File: src/rtl/mem_access_unit_if.sv
// Request, load-return and data-memory signals of the MEM-stage access unit.
// master: the access unit itself; slave: pipeline plus data memory.
interface mem_access_unit_if;
    logic        ReqValid;
    logic        ReqWrite;
    logic [1:0]  ReqSize;
    logic        ReqSigned;
    logic [31:0] ReqAddr;
    logic [31:0] ReqWD;
    logic        Stall;
    logic        LoadValid;
    logic [31:0] LoadData;
    logic        AddrErr;
    logic [31:0] MemA;
    logic [31:0] MemWD;
    logic        MemWE;
    logic [31:0] MemRD;

    modport master (
        input  ReqValid, ReqWrite, ReqSize, ReqSigned, ReqAddr, ReqWD, MemRD,
        output Stall, LoadValid, LoadData, AddrErr, MemA, MemWD, MemWE
    );

    modport slave (
        output ReqValid, ReqWrite, ReqSize, ReqSigned, ReqAddr, ReqWD, MemRD,
        input  Stall, LoadValid, LoadData, AddrErr, MemA, MemWD, MemWE
    );
endinterface

File: src/rtl/mem_access_unit.sv
// MEM-stage load/store initiator for a word-wide data memory.
// Sub-word stores are done as read-modify-write so memory never needs byte enables.
// Optional feature: define MISALIGN_TRAP_EN to trap misaligned half/word accesses
// (AddrErr pulse, no memory access); otherwise low address bits are ignored.
//
// state     | meaning
// ----------+----------------------------------------------------------
// IDLE      | no request in flight, Stall low, ready to accept
// READ      | load: MemA driven, MemRD captured at the end of the cycle
// RMW_READ  | sub-word store: old word read, merged at end of cycle
// RMW_WRITE | sub-word store: merged word written (MemWE high)
// WRITE     | word store: ReqWD written (MemWE high)
module mem_access_unit (
    input  logic             CLK,
    input  logic             RST_N,
    mem_access_unit_if.master bus
);
    typedef enum logic [2:0] {IDLE, READ, RMW_READ, RMW_WRITE, WRITE} state_t;

    state_t      state, state_next;
    logic [1:0]  addr_lo;
    logic [1:0]  size;
    logic        sign_ext;
    logic [15:0] wd_low;
    logic [29:0] mem_addr;
    logic [31:0] mem_wd;
    logic        mem_we;
    logic        load_valid;
    logic [31:0] load_data;
    logic        addr_err;
    logic        accept;
    logic        misalign;

    assign accept = (state == IDLE) && bus.ReqValid;

`ifdef MISALIGN_TRAP_EN
    assign misalign = ((bus.ReqSize == 2'b01) && bus.ReqAddr[0]) ||
                      (bus.ReqSize[1] && (bus.ReqAddr[1:0] != 2'b00));
`else
    assign misalign = 1'b0;
`endif

    // Right-justify the addressed lane and extend it; word loads pass through.
    function automatic logic [31:0] extract(logic [31:0] rd, logic [1:0] sz,
                                            logic [1:0] lo, logic sgn);
        logic [7:0]  b;
        logic [15:0] h;
        case (lo)
            2'd0:    b = rd[7:0];
            2'd1:    b = rd[15:8];
            2'd2:    b = rd[23:16];
            default: b = rd[31:24];
        endcase
        h = lo[1] ? rd[31:16] : rd[15:0];
        if (sz == 2'b00)
            extract = {{24{sgn & b[7]}}, b};
        else if (sz == 2'b01)
            extract = {{16{sgn & h[15]}}, h};
        else
            extract = rd;
    endfunction

    // Replace the target byte/half lane of the old word with the store data.
    function automatic logic [31:0] merge(logic [31:0] old, logic [15:0] d,
                                          logic [1:0] sz, logic [1:0] lo);
        merge = old;
        if (sz == 2'b00) begin
            case (lo)
                2'd0:    merge[7:0]   = d[7:0];
                2'd1:    merge[15:8]  = d[7:0];
                2'd2:    merge[23:16] = d[7:0];
                default: merge[31:24] = d[7:0];
            endcase
        end else if (lo[1]) begin
            merge[31:16] = d;
        end else begin
            merge[15:0] = d;
        end
    endfunction

    // State register.
    always_ff @(posedge CLK) begin
        if (!RST_N) state <= IDLE;
        else        state <= state_next;
    end

    // Next-state logic; a trapped misaligned request never leaves IDLE.
    always_comb begin
        state_next = state;
        case (state)
            IDLE: begin
                if (accept && !misalign) begin
                    if (!bus.ReqWrite)     state_next = READ;
                    else if (bus.ReqSize[1]) state_next = WRITE;
                    else                   state_next = RMW_READ;
                end
            end
            READ:      state_next = IDLE;
            RMW_READ:  state_next = RMW_WRITE;
            RMW_WRITE: state_next = IDLE;
            WRITE:     state_next = IDLE;
            default:   state_next = IDLE;
        endcase
    end

    // Request capture, memory-side registers and load return.
    always_ff @(posedge CLK) begin
        if (!RST_N) begin
            addr_lo    <= 2'b00;
            size       <= 2'b00;
            sign_ext   <= 1'b0;
            wd_low     <= 16'h0;
            mem_addr   <= 30'h0;
            mem_wd     <= 32'h0;
            mem_we     <= 1'b0;
            load_valid <= 1'b0;
            load_data  <= 32'h0;
            addr_err   <= 1'b0;
        end else begin
            mem_we     <= 1'b0;
            load_valid <= 1'b0;
            addr_err   <= 1'b0;
            if (accept) begin
                addr_lo  <= bus.ReqAddr[1:0];
                size     <= bus.ReqSize;
                sign_ext <= bus.ReqSigned;
                wd_low   <= bus.ReqWD[15:0];
                addr_err <= misalign;
                if (!misalign) begin
                    mem_addr <= bus.ReqAddr[31:2];
                    if (bus.ReqWrite && bus.ReqSize[1]) begin
                        mem_wd <= bus.ReqWD;
                        mem_we <= 1'b1;
                    end
                end
            end
            case (state)
                READ: begin
                    load_data  <= extract(bus.MemRD, size, addr_lo, sign_ext);
                    load_valid <= 1'b1;
                end
                RMW_READ: begin
                    mem_wd <= merge(bus.MemRD, wd_low, size, addr_lo);
                    mem_we <= 1'b1;
                end
                default: ;
            endcase
        end
    end

    assign bus.Stall     = (state != IDLE);
    assign bus.MemA      = {mem_addr, 2'b00};
    assign bus.MemWD     = mem_wd;
    assign bus.MemWE     = mem_we;
    assign bus.LoadValid = load_valid;
    assign bus.LoadData  = load_data;
    assign bus.AddrErr   = addr_err;
endmodule

File: src/flat_wrapper.sv
// flat-port wrapper written by rule: the top's interface ports become plain ports
module mem_access_unit_flat 
  (CLK, RST_N, bus_ReqValid, bus_ReqWrite, bus_ReqSize, bus_ReqSigned, bus_ReqAddr, bus_ReqWD, bus_MemRD, bus_Stall, bus_LoadValid, bus_LoadData, bus_AddrErr, bus_MemA, bus_MemWD, bus_MemWE);
  mem_access_unit_if bus_i ();
  input  logic CLK;
  input  logic RST_N;
  input wire logic [$bits(bus_i.ReqValid)-1:0] bus_ReqValid;
  input wire logic [$bits(bus_i.ReqWrite)-1:0] bus_ReqWrite;
  input wire logic [$bits(bus_i.ReqSize)-1:0] bus_ReqSize;
  input wire logic [$bits(bus_i.ReqSigned)-1:0] bus_ReqSigned;
  input wire logic [$bits(bus_i.ReqAddr)-1:0] bus_ReqAddr;
  input wire logic [$bits(bus_i.ReqWD)-1:0] bus_ReqWD;
  input wire logic [$bits(bus_i.MemRD)-1:0] bus_MemRD;
  output wire logic [$bits(bus_i.Stall)-1:0] bus_Stall;
  output wire logic [$bits(bus_i.LoadValid)-1:0] bus_LoadValid;
  output wire logic [$bits(bus_i.LoadData)-1:0] bus_LoadData;
  output wire logic [$bits(bus_i.AddrErr)-1:0] bus_AddrErr;
  output wire logic [$bits(bus_i.MemA)-1:0] bus_MemA;
  output wire logic [$bits(bus_i.MemWD)-1:0] bus_MemWD;
  output wire logic [$bits(bus_i.MemWE)-1:0] bus_MemWE;
  assign bus_i.ReqValid = bus_ReqValid;
  assign bus_i.ReqWrite = bus_ReqWrite;
  assign bus_i.ReqSize = bus_ReqSize;
  assign bus_i.ReqSigned = bus_ReqSigned;
  assign bus_i.ReqAddr = bus_ReqAddr;
  assign bus_i.ReqWD = bus_ReqWD;
  assign bus_i.MemRD = bus_MemRD;
  assign bus_Stall = bus_i.Stall;
  assign bus_LoadValid = bus_i.LoadValid;
  assign bus_LoadData = bus_i.LoadData;
  assign bus_AddrErr = bus_i.AddrErr;
  assign bus_MemA = bus_i.MemA;
  assign bus_MemWD = bus_i.MemWD;
  assign bus_MemWE = bus_i.MemWE;
  mem_access_unit u_core (.CLK(CLK), .RST_N(RST_N), .bus(bus_i));
endmodule
File: config.mk
export PLATFORM = sky130hd
export DESIGN_NAME = mem_access_unit_flat
export DESIGN_NICKNAME = d
export VERILOG_FILES = /design/src/rtl/mem_access_unit_if.sv /design/src/rtl/mem_access_unit.sv /design/src/flat_wrapper.sv
export SDC_FILE = /design/constraint.sdc
export NUM_CORES = 1
export LEC_CHECK = 0
export CAP_MARGIN = 40
export CORE_ASPECT_RATIO = 1.1
export CORE_UTILIZATION = 41
export CTS_CLUSTER_SIZE = 10
export DETAILED_ROUTE_END_ITERATION = 8
export PLACE_DENSITY = 0.76
export SYNTH_ARGS = -nofsm -noshare
export SYNTH_HDL_FRONTEND = slang
export SYNTH_SLANG_ARGS = --single-unit
File: constraint.sdc
create_clock -name CLK -period 1.6 [get_ports CLK]
set_input_delay 0.4 -clock CLK [delete_from_list [all_inputs] [get_ports CLK]]
set_output_delay 0.4 -clock CLK [all_outputs]
set_load 0.01 [all_outputs]
# Yosys cells after proc, flatten, opt, wreduce, memory -nomap -nowiden
# Cells that the tools add are included.
dict set report word_totals {
  memories 0
  ramBits 0
  out_inout_bits 100
  latchBits 0
  regBits 120
  romBits 0
}
dict set report op_classes {
  n_reduce_logical 10
  n_shift 0
  bitwise 2
  n_mul 0
  eq_ne 6
  n_lt_le_gt_ge 0
  mux 24
  add_sub_neg 0
  n_div 0
}
# operator n
set ops {}
lappend ops {{$mux 32} 6}
lappend ops {{$mux 16} 3}
lappend ops {{$mux 8} 6}
lappend ops {{$pmux 8 s3} 1}
lappend ops {{$mux 3} 3}
lappend ops {{$pmux 3 s2} 1}
lappend ops {{$eq 2x1->1 const B} 2}
lappend ops {{$logic_not 2->1} 2}
lappend ops {{$mux 1} 4}
lappend ops {{$reduce_bool 2->1} 2}
lappend ops {{$eq 3x1->1 const B} 1}
lappend ops {{$eq 3x2->1 const B} 1}
lappend ops {{$logic_not 3->1} 1}
lappend ops {{$reduce_bool 3->1} 1}
lappend ops {{$reduce_or 3->1} 1}
lappend ops {{$and 1x1->1} 2}
lappend ops {{$eq 2x2->1 const B} 1}
lappend ops {{$logic_and 1x1->1} 2}
lappend ops {{$ne 2x1->1 const B} 1}
lappend ops {{$reduce_and 2->1} 1}

# Longest topological paths before layout
dict set report logic_depth {
  word_depth 6
  ltp_mapped 7
  depth_no_buf 5
}

# Worst setup path after synthesis
# Ideal clock, no wire load.
dict set report synth_timing {
  path_kind {register to register}
  start {reg u_core.size[1]}
  end {reg u_core.mem_wd[5], in the netlist u_core.bus.MemWD[5]}
  path_stages_with_launch 7
  slack_ns -0.063
  arrival_time_ns 1.546
  period_less_slack_ns 1.663
  required_ns 1.484
  setup_time_ns 0.116
  path_buffers 2
  path_cell_list {dfxtp_1 -> buf_2 -> or3b_1 -> buf_2 -> nand2_4 -> mux2_2 -> o211a_1}
}
dict set report synth_via {
  elab_chain_len 3
}
# element line_no
set synth_lines {}
lappend synth_lines {{from (decl)} mem_access_unit.sv:22} ;# logic [1:0] size;
lappend synth_lines {{from (signal assigned)} mem_access_unit.sv:125} ;# size <= bus.ReqSize;
lappend synth_lines {{$logic_not 2->1} mem_access_unit.sv:67} ;# if (sz == 2'b00) begin
lappend synth_lines {{$mux 32} mem_access_unit.sv:67}
lappend synth_lines {{$mux 32} mem_access_unit.sv:137} ;# case (state)
lappend synth_lines {{to (signal assigned)} mem_access_unit.sv:132} ;# mem_wd <= bus.ReqWD;
lappend synth_lines {{to (signal assigned)} mem_access_unit.sv:143} ;# mem_wd <= merge(bus.MemRD, wd_low, size, addr_lo);
lappend synth_lines {{to (decl)} mem_access_unit.sv:26} ;# logic [31:0] mem_wd;
# Every way passes these cells.
# A chain may end at the register's enable or synchronous reset.

# Final worst setup path
dict set report layout_timing {
  start {reg u_core.addr_lo[0]}
  end {reg u_core.mem_wd[3], in the netlist u_core.bus.MemWD[3]}
}
dict set report layout_via {
  elab_chain_len 4
}
# element line_no
set layout_lines {}
lappend layout_lines {{from (decl)} mem_access_unit.sv:21} ;# logic [1:0] addr_lo;
lappend layout_lines {{from (signal assigned)} mem_access_unit.sv:124} ;# addr_lo <= bus.ReqAddr[1:0];
lappend layout_lines {{$logic_not 2->1} mem_access_unit.sv:68} ;# case (lo)
lappend layout_lines {{$mux 8} mem_access_unit.sv:68}
lappend layout_lines {{$mux 32} mem_access_unit.sv:67}
lappend layout_lines {{$mux 32} mem_access_unit.sv:137}
# Every way passes these cells.

==> impl_results.md <==
- Dpl hpwl: 14.6 mm
- Area Growth Syn to Fin: 55.5%
- Final WS setup: -46.3 ps
- 1st-iter DRT viols: 680
- Core area: 14000 µm²
- Skew-Pair Late Insertion Delay: 420 ps
- Cell Count, Final, Fillers Out: 1178
- Share of cells above drive strength 1: 0.185
- Post-synth EDFFs: 0
- Congestion Overflow GR: 0
- Final hold vios: 0
- I/O Pins: 203
- GRT Total Usage: 0.285
- Slowest cell on crit path: or3b_4
- Hold WS: 443 ps
- Worst Skew: 5.30 ps
- Final Slew Violations: 0
- Routed vias/inst: 5.60
- Critical R2R Capture: u_core.bus.MemWD[3]
- Largest net degree at the start of global routing: 51
- Reg2Reg Depth: 6
- Ys async rst share: 0
- First-pass DRT Iterations: 5
- Leak: 3.95 nW
- CTS Buf Count: 17
- Max-cap viol count: 0
- CP cell instances: buf_6 -> or3b_4 -> a31oi_1 -> a21boi_2 -> buf_4 -> o21ai_1
- Crit share post-route: 1.03
- Antenna cells: 0
- RSZ-0062 raised after global routing: true
- Die Span Y: 128 µm
- Critical Path Source Type: flop
- Sw Ratio: 0.277
- Status: complete, but fails checks
- Fmax: 607 MHz
- DRC viols: 0
- Die area: 14900 µm²
- R2R setup slack: -50 ps
- Clk root buf: clkbuf_16
- Nets: 1081
- CP Capture Type: flop
- Crit-path max cell delay: 420 ps
- Sink Count: 120
- Cells after synthesis: 719
- CTS clock-pin slew for the worst setup and hold paths: 50 ps
- Number of global-route vias before repair: 6261
- #FFs+latches synth: 120
- WS Path Type: reg -> reg
- First-pass GRT wire length: 32.4 mm
- Crit Reg-Reg Startpoint: u_core.addr_lo[0]
- Initial Utilization: 0.423
- Hold buffer count at CTS: 0
- Final Util: 0.658
- Average size of a mapped cell: 8.22 µm²
- Dpl ws: -599 ps
- Post-synthesis sequential area ratio: 0.407
- Flop pwr share: 0.387
- Max clock buf depth: 2
- Final wirelength: 21.4 mm
- Via count: 6600
- CTS tree: built
- Worst setup endpoint: u_core.bus.MemWD[3]
- Crit path arrival time: 1950 ps
- Clock network fraction of total power: 0.398
- Switch Pwr: 2.39 mW
- Initial antenna violation count: 0
- Internal power: 6.24 mW
- Worst EP required: 1910 ps
- Drt wl/cell: 18.1 µm
- Synthesized cell area: 5910 µm²
- Hold Path Class: reg -> reg
- Total number of H-tree levels: 4
- Comb pwr share: 0.215
- Fill count: 1200
- Pwr dens: 939 nW/µm²
- Worst setup path startpoint: u_core.addr_lo[0]
- Cell variety after synth: 49
- Syn. warnings: 0
- CP Max Fanout: 7
- Final setup fails: 4
- Port bufs: 199
- Routability cong.: 0.904
- Die width: 116 µm
- Final worst path period need: 1650 ps
- Final ANT Viol Nets: 0
- Ys flop type: dfxtp_1
- Row cnt: 45
- Worst VDD drop: 0.669 mV
- Failing checks: negative setup slack
- Cells after DPL: 1136
## per-stage QoR
step                total power, mW  area, µm²  TNS, ps
global placement               5.17       8480   -30060
finish                         8.63       9190     -113
CTS                            8.56       9050     -187
global route                   8.94       9190     -402
floorplan                      4.21       5930        0
detailed placement             5.20       8490   -27690
## flip-flops by register name, indices dropped and copies added (netlist names)
register,flops
u_core.addr_lo,2
u_core.bus.LoadData,32
u_core.bus.LoadValid,1
u_core.bus.MemWD,32
u_core.bus.MemWE,1
u_core.mem_addr,30
u_core.sign_ext,1
u_core.size,2
u_core.state,3
u_core.wd_low,16
## Yosys cell counts, types with 3 or more instances
master / instances / area share
o21ai_1: 15 / 0.013
buf_4: 9 / 0.011
a21boi_0: 47 / 0.060
a21boi_1: 8 / 0.010
mux4_2: 7 / 0.027
o21ai_0: 72 / 0.061
inv_1: 4 / 0.0025
nand2_1: 177 / 0.11
and3_1: 11 / 0.012
a32oi_1: 7 / 0.010
a32o_1: 11 / 0.019
clkbuf_8: 4 / 0.0093
dfxtp_1: 120 / 0.41
nor2_1: 14 / 0.0089
clkbuf_1: 31 / 0.020
a21oi_1: 42 / 0.036
nor2b_1: 3 / 0.0032
a221o_1: 5 / 0.0085
a31oi_1: 24 / 0.025
nand3_1: 25 / 0.021
buf_2: 8 / 0.0068
a22o_1: 8 / 0.012
buf_6: 11 / 0.021
a221oi_1: 9 / 0.013
a211oi_1: 4 / 0.0051
mux2i_1: 12 / 0.020
## final cells by class
class,count,area [µm²],area share
tap,188,235,0.0256
inverter,5,18.8,0.00204
multi-input combinational,534,3220,0.351
timing repair buffer,300,2770,0.301
clock inverter,8,47.5,0.00517
sequential,120,2410,0.263
clock buffer,23,488,0.0531
## per-layer routing
layer  part of all wire  up-vias  GRT usage  wire length [µm]
met5                  0        -          0                 0
met4              0.044        0      0.138               942
met3              0.086       79     0.0723              1840
met2               0.47      371      0.467             10000
met1               0.40     3068      0.346              8560
li1                   -     3082          -                 -
## layout by cell type, fill, tap and decap left out, types with 3 or more instances in the layout
| master | n |
|---|---|
| clkinv_2 | 5 |
| mux2i_1 | 12 |
| buf_4 | 85 |
| nand2_1 | 175 |
| dfxtp_2 | 6 |
| a21boi_1 | 12 |
| o21ai_1 | 19 |
| buf_6 | 8 |
| nor2_4 | 4 |
| dlygate4sd2_1 | 96 |
| clkdlybuf4s50_1 | 101 |
| clkbuf_16 | 18 |
| and3_1 | 10 |
| mux4_2 | 7 |
| a31oi_1 | 23 |
| inv_1 | 3 |
| nor2_1 | 14 |
| a221o_1 | 5 |
| a211oi_2 | 4 |
| conb_1 | 3 |
| or3b_4 | 3 |
| a221oi_1 | 8 |
| a21oi_1 | 41 |
| dfxtp_1 | 113 |
| a32oi_1 | 7 |
| buf_12 | 7 |
| a32o_1 | 11 |
| nand2_2 | 3 |
| clkbuf_8 | 4 |
| nand3_1 | 24 |
| a22o_1 | 8 |
| o21ai_0 | 68 |
| clkinvlp_4 | 3 |
| a21boi_0 | 40 |
| a21boi_2 | 3 |
## cells by family after synthesis
family,Yosys count,synth area share
AND/OR/NAND/NOR,248,0.185
multiplexers,20,0.0489
AO/OA/AOI/OAI,259,0.283
buffers and inverters,71,0.0752
flip-flops,120,0.407
other,1,0.000635
## worst min-delay path by stage
stage,start,end,slack (ps),depth (start not counted)
5_1_grt,u_core.bus.MemWD[21],u_core.bus.MemWD[21],480,2
3_3_place_gp,u_core.bus.MemWD[21],u_core.bus.MemWD[21],430,2
6_report,u_core.bus.MemWD[4],u_core.bus.MemWD[4],440,2
2_1_floorplan,u_core.wd_low[10],u_core.wd_low[10],450,2
4_1_cts,u_core.bus.MemWD[22],u_core.bus.MemWD[22],450,2
3_5_place_dp,u_core.bus.MemWD[21],u_core.bus.MemWD[21],440,2
## what timing repair did
| action | 4_1_cts | 5_1_grt |
|---|---|---|
| setup endpoints to repair | 148 | 71 |
| cloned | 2 | 3 |
| setup buffers | 4 | 2 |
| gates resized for setup | 126 | 33 |
| pin swaps | 6 | 5 |
## critical path: cells and delay by family, from the launching register on
| family | cells | cell delay [ps] |
|---|---|---|
| buffers and inverters | 2 | 260 |
| AO/OA/AOI/OAI | 3 | 530 |
| flip-flops | 1 | 330 |
| AND/OR/NAND/NOR | 1 | 420 |
## power groups by stage
stage                     Clock [mW]  Sequential (mW)  Combinational [mW]
after global placement             0             3.39                1.78
after detailed placement           0             3.39                1.80
after floorplan                    0             3.43               0.782
final                           3.44             3.34                1.86
after CTS                       3.47             3.33                1.77
after global routing            3.59             3.35                1.99
No activity file was read; power rests on OpenSTA's default activity.
